`src/rtl/operand_pipe_mux.sv`:
```
// -----------------------------------------------------------------------------
// operand_pipe_mux
//
// Purpose:
//   Registered D->E operand stage for the CPU datapath. It captures the decode
//   slot (PC, regfile reads, immediate, indices and operand selects) into an
//   E-stage register with stall/flush control. It forwards M/W-stage results
//   into the ALU, jump-base and store-data operands, and it owns the fetch PC,
//   including the taken-branch redirect.
//
// Port summary:
//   i_clk, i_rst          clock, synchronous active-high reset
//   i_stall, i_flush      hold / bubble control for PC and E register
//   i_d_*                 decode-stage instruction fields
//   i_m_*, i_w_*          M/W-stage write-back info used for forwarding
//   i_jb_taken, i_jb_out  E-stage branch/jump resolution and target
//   o_pc                  fetch PC (register)
//   o_e_valid             E-stage register valid
//   o_alu_operand1/2      ALU operands (forwarded)
//   o_jb_operand1         jump-base operand (forwarded)
//   o_e_store_data        forwarded rs2 (store data)
//   o_jb                  redirect taken this cycle
// -----------------------------------------------------------------------------
module operand_pipe_mux #(
    parameter int unsigned       XLEN     = 32,
    parameter int unsigned       REG_AW   = 5,
    parameter logic [XLEN-1:0]   RESET_PC = {XLEN{1'b0}},
    parameter logic [XLEN-1:0]   PC_STEP  = XLEN'(32'd4)
) (
    input  logic              i_clk,
    input  logic              i_rst,
    input  logic              i_stall,
    input  logic              i_flush,
    input  logic              i_d_valid,
    input  logic [XLEN-1:0]   i_d_pc,
    input  logic [XLEN-1:0]   i_d_rs1_data,
    input  logic [XLEN-1:0]   i_d_rs2_data,
    input  logic [XLEN-1:0]   i_d_imm,
    input  logic [REG_AW-1:0] i_d_rs1_index,
    input  logic [REG_AW-1:0] i_d_rs2_index,
    input  logic              i_d_alu_op1_sel,
    input  logic              i_d_alu_op2_sel,
    input  logic              i_d_jb_op1_sel,
    input  logic              i_m_reg_w,
    input  logic [REG_AW-1:0] i_m_rd_index,
    input  logic [XLEN-1:0]   i_m_alu_out,
    input  logic              i_w_reg_w,
    input  logic [REG_AW-1:0] i_w_rd_index,
    input  logic [XLEN-1:0]   i_w_wb_data,
    input  logic              i_jb_taken,
    input  logic [XLEN-1:0]   i_jb_out,
    output logic [XLEN-1:0]   o_pc,
    output logic              o_e_valid,
    output logic [XLEN-1:0]   o_alu_operand1,
    output logic [XLEN-1:0]   o_alu_operand2,
    output logic [XLEN-1:0]   o_jb_operand1,
    output logic [XLEN-1:0]   o_e_store_data,
    output logic              o_jb
);

    // E-stage register fields
    logic              r_e_valid;
    logic [XLEN-1:0]   r_e_pc;
    logic [XLEN-1:0]   r_e_rs1_data;
    logic [XLEN-1:0]   r_e_rs2_data;
    logic [XLEN-1:0]   r_e_imm;
    logic [REG_AW-1:0] r_e_rs1_index;
    logic [REG_AW-1:0] r_e_rs2_index;
    logic              r_e_alu_op1_sel;
    logic              r_e_alu_op2_sel;
    logic              r_e_jb_op1_sel;

    logic [XLEN-1:0]   r_pc;

    logic [XLEN-1:0]   w_fwd_rs1;
    logic [XLEN-1:0]   w_fwd_rs2;
    logic [XLEN-1:0]   w_jb_target;
    logic              w_jb;

    // Pick the youngest in-flight producer of a source register. M is younger
    // than W so it wins; x0 is hard-wired zero and must never be forwarded.
    function automatic logic [XLEN-1:0] fwd_select(
        input logic [REG_AW-1:0] src_index,
        input logic [XLEN-1:0]   reg_data,
        input logic              m_reg_w,
        input logic [REG_AW-1:0] m_rd_index,
        input logic [XLEN-1:0]   m_alu_out,
        input logic              w_reg_w,
        input logic [REG_AW-1:0] w_rd_index,
        input logic [XLEN-1:0]   w_wb_data
    );
        logic [XLEN-1:0] result;
        if (src_index == {REG_AW{1'b0}}) begin
            result = reg_data;
        end else if (m_reg_w && (m_rd_index == src_index)) begin
            result = m_alu_out;
        end else if (w_reg_w && (w_rd_index == src_index)) begin
            result = w_wb_data;
        end else begin
            result = reg_data;
        end
        return result;
    endfunction

    // E-stage register: reset > flush (bubble) > stall (hold) > capture decode
    always_ff @(posedge i_clk) begin
        if (i_rst || i_flush) begin
            r_e_valid       <= 1'b0;
            r_e_pc          <= {XLEN{1'b0}};
            r_e_rs1_data    <= {XLEN{1'b0}};
            r_e_rs2_data    <= {XLEN{1'b0}};
            r_e_imm         <= {XLEN{1'b0}};
            r_e_rs1_index   <= {REG_AW{1'b0}};
            r_e_rs2_index   <= {REG_AW{1'b0}};
            r_e_alu_op1_sel <= 1'b0;
            r_e_alu_op2_sel <= 1'b0;
            r_e_jb_op1_sel  <= 1'b0;
        end else if (!i_stall) begin
            r_e_valid       <= i_d_valid;
            r_e_pc          <= i_d_pc;
            r_e_rs1_data    <= i_d_rs1_data;
            r_e_rs2_data    <= i_d_rs2_data;
            r_e_imm         <= i_d_imm;
            r_e_rs1_index   <= i_d_rs1_index;
            r_e_rs2_index   <= i_d_rs2_index;
            r_e_alu_op1_sel <= i_d_alu_op1_sel;
            r_e_alu_op2_sel <= i_d_alu_op2_sel;
            r_e_jb_op1_sel  <= i_d_jb_op1_sel;
        end
    end

    // Redirect only when the E slot holds a real instruction; target is
    // halfword aligned by clearing bit 0.
    assign w_jb        = i_jb_taken && r_e_valid;
    assign w_jb_target = i_jb_out & {{(XLEN-1){1'b1}}, 1'b0};

    // Fetch PC: reset > redirect (overrides stall) > stall (hold) > sequential
    always_ff @(posedge i_clk) begin
        if (i_rst) begin
            r_pc <= RESET_PC;
        end else if (w_jb) begin
            r_pc <= w_jb_target;
        end else if (!i_stall) begin
            r_pc <= r_pc + PC_STEP;
        end
    end

    // Operand forwarding and selection from the E register
    always_comb begin
        w_fwd_rs1 = fwd_select(r_e_rs1_index, r_e_rs1_data,
                               i_m_reg_w, i_m_rd_index, i_m_alu_out,
                               i_w_reg_w, i_w_rd_index, i_w_wb_data);
        w_fwd_rs2 = fwd_select(r_e_rs2_index, r_e_rs2_data,
                               i_m_reg_w, i_m_rd_index, i_m_alu_out,
                               i_w_reg_w, i_w_rd_index, i_w_wb_data);
    end

    assign o_alu_operand1 = r_e_alu_op1_sel ? w_fwd_rs1 : r_e_pc;
    assign o_alu_operand2 = r_e_alu_op2_sel ? w_fwd_rs2 : r_e_imm;
    assign o_jb_operand1  = r_e_jb_op1_sel  ? w_fwd_rs1 : r_e_pc;
    assign o_e_store_data = w_fwd_rs2;
    assign o_pc           = r_pc;
    assign o_e_valid      = r_e_valid;
    assign o_jb           = w_jb;

endmodule

```
`config.mk`:
```
export PLATFORM = sky130hd
export DESIGN_NAME = operand_pipe_mux
export DESIGN_NICKNAME = d
export VERILOG_FILES = /design/src/rtl/operand_pipe_mux.sv
export SDC_FILE = /design/constraint.sdc
export NUM_CORES = 1
export LEC_CHECK = 0
export BUFFER_PORTS_ARGS = -buffer_cell sky130_fd_sc_hd__buf_2
export CAP_MARGIN = 20
export CELL_PAD_IN_SITES_DETAIL_PLACEMENT = 0
export CELL_PAD_IN_SITES_GLOBAL_PLACEMENT = 2
export CORE_UTILIZATION = 29
export DETAILED_ROUTE_END_ITERATION = 6
export HOLD_SLACK_MARGIN = 0.1
export PLACE_DENSITY_LB_ADDON = 0.1
export SYNTH_ARGS = -nofsm -noshare
export SYNTH_HDL_FRONTEND = slang
export SYNTH_SLANG_ARGS = --single-unit
export TNS_END_PERCENT = 5
```
`constraint.sdc`:
```
create_clock -name i_clk -period 3.69 [get_ports i_clk]
set_clock_uncertainty 0.15 [all_clocks]
set_input_delay 0.1845 -clock i_clk [delete_from_list [all_inputs] [get_ports i_clk]]
set_output_delay 0.1845 -clock i_clk [all_outputs]
set_load 0.005 [all_outputs]
```
Word level (Yosys, flattened, before mapping)
Cells that the tools add are included.

word-level totals
  register bits after elaboration = 174
  output and inout bits = 162
  logic and storage cells = 38

cells by class
  $add $sub $neg = 1
  equal/unequal tests = 5
  multiplexer cells = 11
  reduce and logical (&&, ||, !) cells = 9

operators with widths
  kind                                            count
  2-to-1 mux 32 bit                               11
  adder 32 x 3 -> 32 bit (second input constant)  1
  equality test 5 bit                             4
  zero test 5 bit                                 2
  logical AND 1 bit                               5
  != test 2 x 1 -> 1 bit (second input constant)  1
  OR reduction 2 bit                              1
  logical OR 1 bit                                1

Longest topological paths before layout
  depth after elaboration = 6
  gate-level depth with buffers = 8
  mapped depth without buffers = 6

Worst setup path before layout
OpenSTA, ideal clock, no wires.

  kind = register to output
  start = reg r_e_rs1_index[4]
  end = out o_alu_operand1[10]
  arrival = 1.817 ns
  setup slack = 1.539 ns
  stages on the path, launching flop included = 9
  path buffers = 3
  path through = dfxtp_1 nor3_1 and2_4 or3_4 buf_6 and3_4 buf_6 buf_6 a221o_1

on the way
  word-level cells in the longest chain between the ends = 6
  elaborated cells on any way between the ends = 9
  those cells by class = 2 x eq/ne; 4 x mux; 3 x reduce/logical

ends and longest elaborated chain
  what                    RTL line  RTL
  start, declared         67        logic [REG_AW-1:0] r_e_rs1_index;
  start signal, assigned  113       r_e_rs1_index <= {REG_AW{1'b0}};
  start signal, assigned  124       r_e_rs1_index <= i_d_rs1_index;
  equality test 5 bit     97        end else if (w_reg_w && (w_rd_index == src_index)) begin
  logical AND 1 bit       97
  2-to-1 mux 32 bit       97
  2-to-1 mux 32 bit       95        end else if (m_reg_w && (m_rd_index == src_index)) begin
  2-to-1 mux 32 bit (*)   93        if (src_index == {REG_AW{1'b0}}) begin
  2-to-1 mux 32 bit (*)   158       assign o_alu_operand1 = r_e_alu_op1_sel ? w_fwd_rs1 : r_e_pc;
  end, declared           54        output logic [XLEN-1:0] o_alu_operand1,

Mark *: on every way between the ends. The rest lies on a longest branch, timed or not.

Final worst setup path
  start = reg r_e_rs2_index[4]
  end = out o_alu_operand2[4]

on the way
  word-level cells in the longest chain between the ends = 6
  elaborated cells on any way between the ends = 9
  those cells by class = 2 x eq/ne; 4 x mux; 3 x reduce/logical

ends and longest elaborated chain
  what                    RTL line  RTL
  start, declared         68        logic [REG_AW-1:0] r_e_rs2_index;
  start signal, assigned  114       r_e_rs2_index <= {REG_AW{1'b0}};
  start signal, assigned  125       r_e_rs2_index <= i_d_rs2_index;
  equality test 5 bit     97
  logical AND 1 bit       97
  2-to-1 mux 32 bit       97
  2-to-1 mux 32 bit       95
  2-to-1 mux 32 bit (*)   93
  2-to-1 mux 32 bit (*)   159       assign o_alu_operand2 = r_e_alu_op2_sel ? w_fwd_rs2 : r_e_imm;
  end, declared           55        output logic [XLEN-1:0] o_alu_operand2,

Marks and branches as above.

==> reports/metrics.yaml <==
run_status:
  status: "completed"
setup_path:
  worstSetupStartpointType: "flop"
  worstPathCellList: "xnor2_1 -> nand4_1 -> or2_2 -> a31oi_1 -> o21ai_0 -> buf_2"
  slowest_delay_ns: 0.73
  cp_top_family: "simple AND/OR/NAND/NOR gates"
  crit_buf_inv: 1
  path_max_fanout: 32
  worstSetupPathType: "flop to output port"
  end_kind: "output port"
  slowest_stage: "or2_2"
  worstPathRequired_ns: 3.36
  crit_arrival_ns: 3.20
synthesis:
  synth_flop_cell: "dfxtp_1"
  ys_warn_count: 0
  syn_area_um2: 10400
  synth_nets: 1522
  avgSynthCellArea_um2: 8.19
  ys_ff_latch: 173
  synthArstFlopShare: 0
  synth_top_area_share: 0.334
  synth_area_leaders: "dfxtp_1 33%, mux2i_1 14%, nor2_1 6.4%"
  synth_commonest_cells: "177 x nor2_1, 173 x dfxtp_1, 143 x mux2i_1, 83 x clkbuf_1, 81 x nand2_1"
  yosysUniqueCellTypes: 46
  ys_seq_area_frac: 0.334
  synth_most_common_cell: "nor2_1"
  synth_edf_count: 0
  yosysTopAreaCell: "dfxtp_1"
  syn_inst: 1266
route:
  vias_per_cell: 5.23
  wl_um: 47800
  wl_met2_um: 21400
  ant_nets: 0
  drtPass1Iterations: 6
  wl_met3_um: 3090
  drc_errors: 0
  drt_iter0_drc: 750
  drt-met1-wl_um: 22200
  num_vias: 11800
  top_layer: "met5"
  wire_per_inst_um: 21.3
clocking:
  cts_num_sinks: 173
  cts_buffers: 17
  root_buffer: "clkbuf_16"
  cts_max_path_buffers: 2
  clkTransAtPathRegs_ns: 0.07
  insertion_delay_ns: 0.45
  htreeDepth: 4
  cts_tree: "done"
  cts_setup_buffers: 0
sta:
  slew_viol_final: 0
  timing.final.ws_setup_ns: 0.158
  timing.hold.ws_ns: 0.114
  fin_setup_tns_ns: 0
  hold_viol_final: 0
  fin_crit_sh: 0.957
  rsz0062_at_grt: "false"
  finalCriticalPeriod_ns: 3.53
  worstMarginPinSlew_ns: 0.989
  fmax_mhz: 283
  slew_headroom: 0.341
  finalSetupViolations: 0
place:
  routabilityCongestion: 0.813
  place_ws_ns: 0.701
  dp_cells: 2035
  dp.final_hpwl_um: 33200
  port_buffers: 414
die:
  die_y_um: 191
  num_io_pins: 417
  start_util: 0.297
  core_um2: 34900
  num_rows: 68
  dieArea_um2: 36500
  die_w_um: 191
grt:
  grt_pass1_vias: 11200
  grt_pass1_wl_um: 70400
  grt-ovfl-total: 0
  grt_usage: 0.256
  grt_antenna_before_repair: 8
  grt_max_degree: 71
cells_and_area:
  post-route-util: 0.432
  drive_above_1_share: 0.278
  synthToLayoutAreaGrowth_pct: 45.4
  final_nets: 2029
  final_cells: 2248
power:
  ir_drop_mv: 0.322
  power_density_nw_per_um2: 312
  power_leakage_nw: 6.62
worst_hold_path:
  hold_class: "primary input to flop"
flow_run:
  cap_viol_max_count: 0
==> logic make-up (layout without fill, tap and decap cells) <==
logic type	Yosys count	after routing	share of synthesized area
DFF	173	173	0.334
AOI/OAI and AO/OA	268	268	0.206
and+or+nand+nor	437	437	0.201
other	1	8	0.000362
buffers and inverters	200	720	0.0822
xor gates and xnor gates	43	43	0.0363
muxes	143	143	0.138
adders and majority gates	1	1	0.00121
==> cells in the final DEF (no fill, tap or decap), types with 4 or more instances in the layout <==
cell / n
a211oi_1: 22
a221o_1: 40
a311oi_1: 5
a31oi_1: 30
a41oi_1: 32
and4_1: 4
buf_2: 413
buf_4: 28
clkbuf_16: 17
clkinv_2: 4
dfxtp_1: 170
diode_2: 7
dlygate4sd3_1: 174
inv_1: 70
mux2i_1: 143
nand2_1: 80
nand3_1: 8
nand4_1: 59
nor2_1: 176
nor2b_1: 33
nor3_1: 40
nor4_1: 5
o2111ai_1: 24
o21ai_0: 37
o2bb2ai_1: 32
o32ai_1: 37
or3_1: 7
xnor2_1: 31
xor2_1: 12
==> registers in the layout, summed over array words and instances (netlist names) <==
name / flops
r_e_rs2_index: 5
o_e_valid: 1
r_e_rs2_data: 32
r_e_jb_op1_sel: 1
r_e_imm: 32
r_e_rs1_data: 32
r_e_alu_op1_sel: 1
o_pc: 31
r_e_rs1_index: 5
r_e_alu_op2_sel: 1
r_e_pc: 32
==> report_power, final <==
group	internal [mW]	total, mW	switching, mW
clock network	1.02	1.87	0.856
logic	0.435	0.848	0.413
registers	1.93	1.99	0.0585
==> layout make-up <==
cell class | count | area (µm²)
antenna | 7 | 17.5
fill | 3704 | 19800
inverter | 70 | 263
timing repair buffer | 618 | 4070
sequential | 173 | 3470
clock inverter | 13 | 138
tap | 455 | 569
clock buffer | 19 | 443
multi-input combinational | 893 | 6090
==> worst paths after layout <==
kind              slack, ns           endpoint             start  depth (start not counted)
setup / recovery       0.16  o_alu_operand2[4]  r_e_rs2_index[4]                          6
hold / removal         0.11           o_pc[31]             i_rst                          3
setup reg to reg       1.28           o_pc[27]          o_pc[12]                          5
hold reg to reg        0.34         r_e_imm[4]        r_e_imm[4]                          2
==> per-stage QoR <==
| step | power, mW | area (µm²) |
|---|---|---|
| floorplan | 2.37 | 10400 |
| global placement | 2.72 | 12700 |
| detailed placement | 2.72 | 12700 |
| CTS | 4.76 | 15000 |
| global route | 4.91 | 15100 |
| finish | 4.71 | 15100 |
==> repair_timing <==
item                                   CTS  global route
gates resized for setup                  0             2
endpoints found under the hold margin  173             0
hold buffers                           174             0
setup endpoints to repair                0             1
==> worst reg2reg max path, cell delays in order (launching register included) <==
cell and delay, ns:
dfxtp_1 0.46, and4_1 0.29, nand4_1 0.53, nor4_1 0.56
xnor2_1 0.12, a211oi_1 0.22
==> metal layers <==
| layer | vias up | track usage |
|---|---|---|
| met5 | - | 0 |
| met4 | 2 | 0.0846 |
| li1 | 5661 | - |
| met1 | 5586 | 0.353 |
| met2 | 441 | 0.399 |
| met3 | 64 | 0.0488 |
No activity file was read; power rests on OpenSTA's default activity.
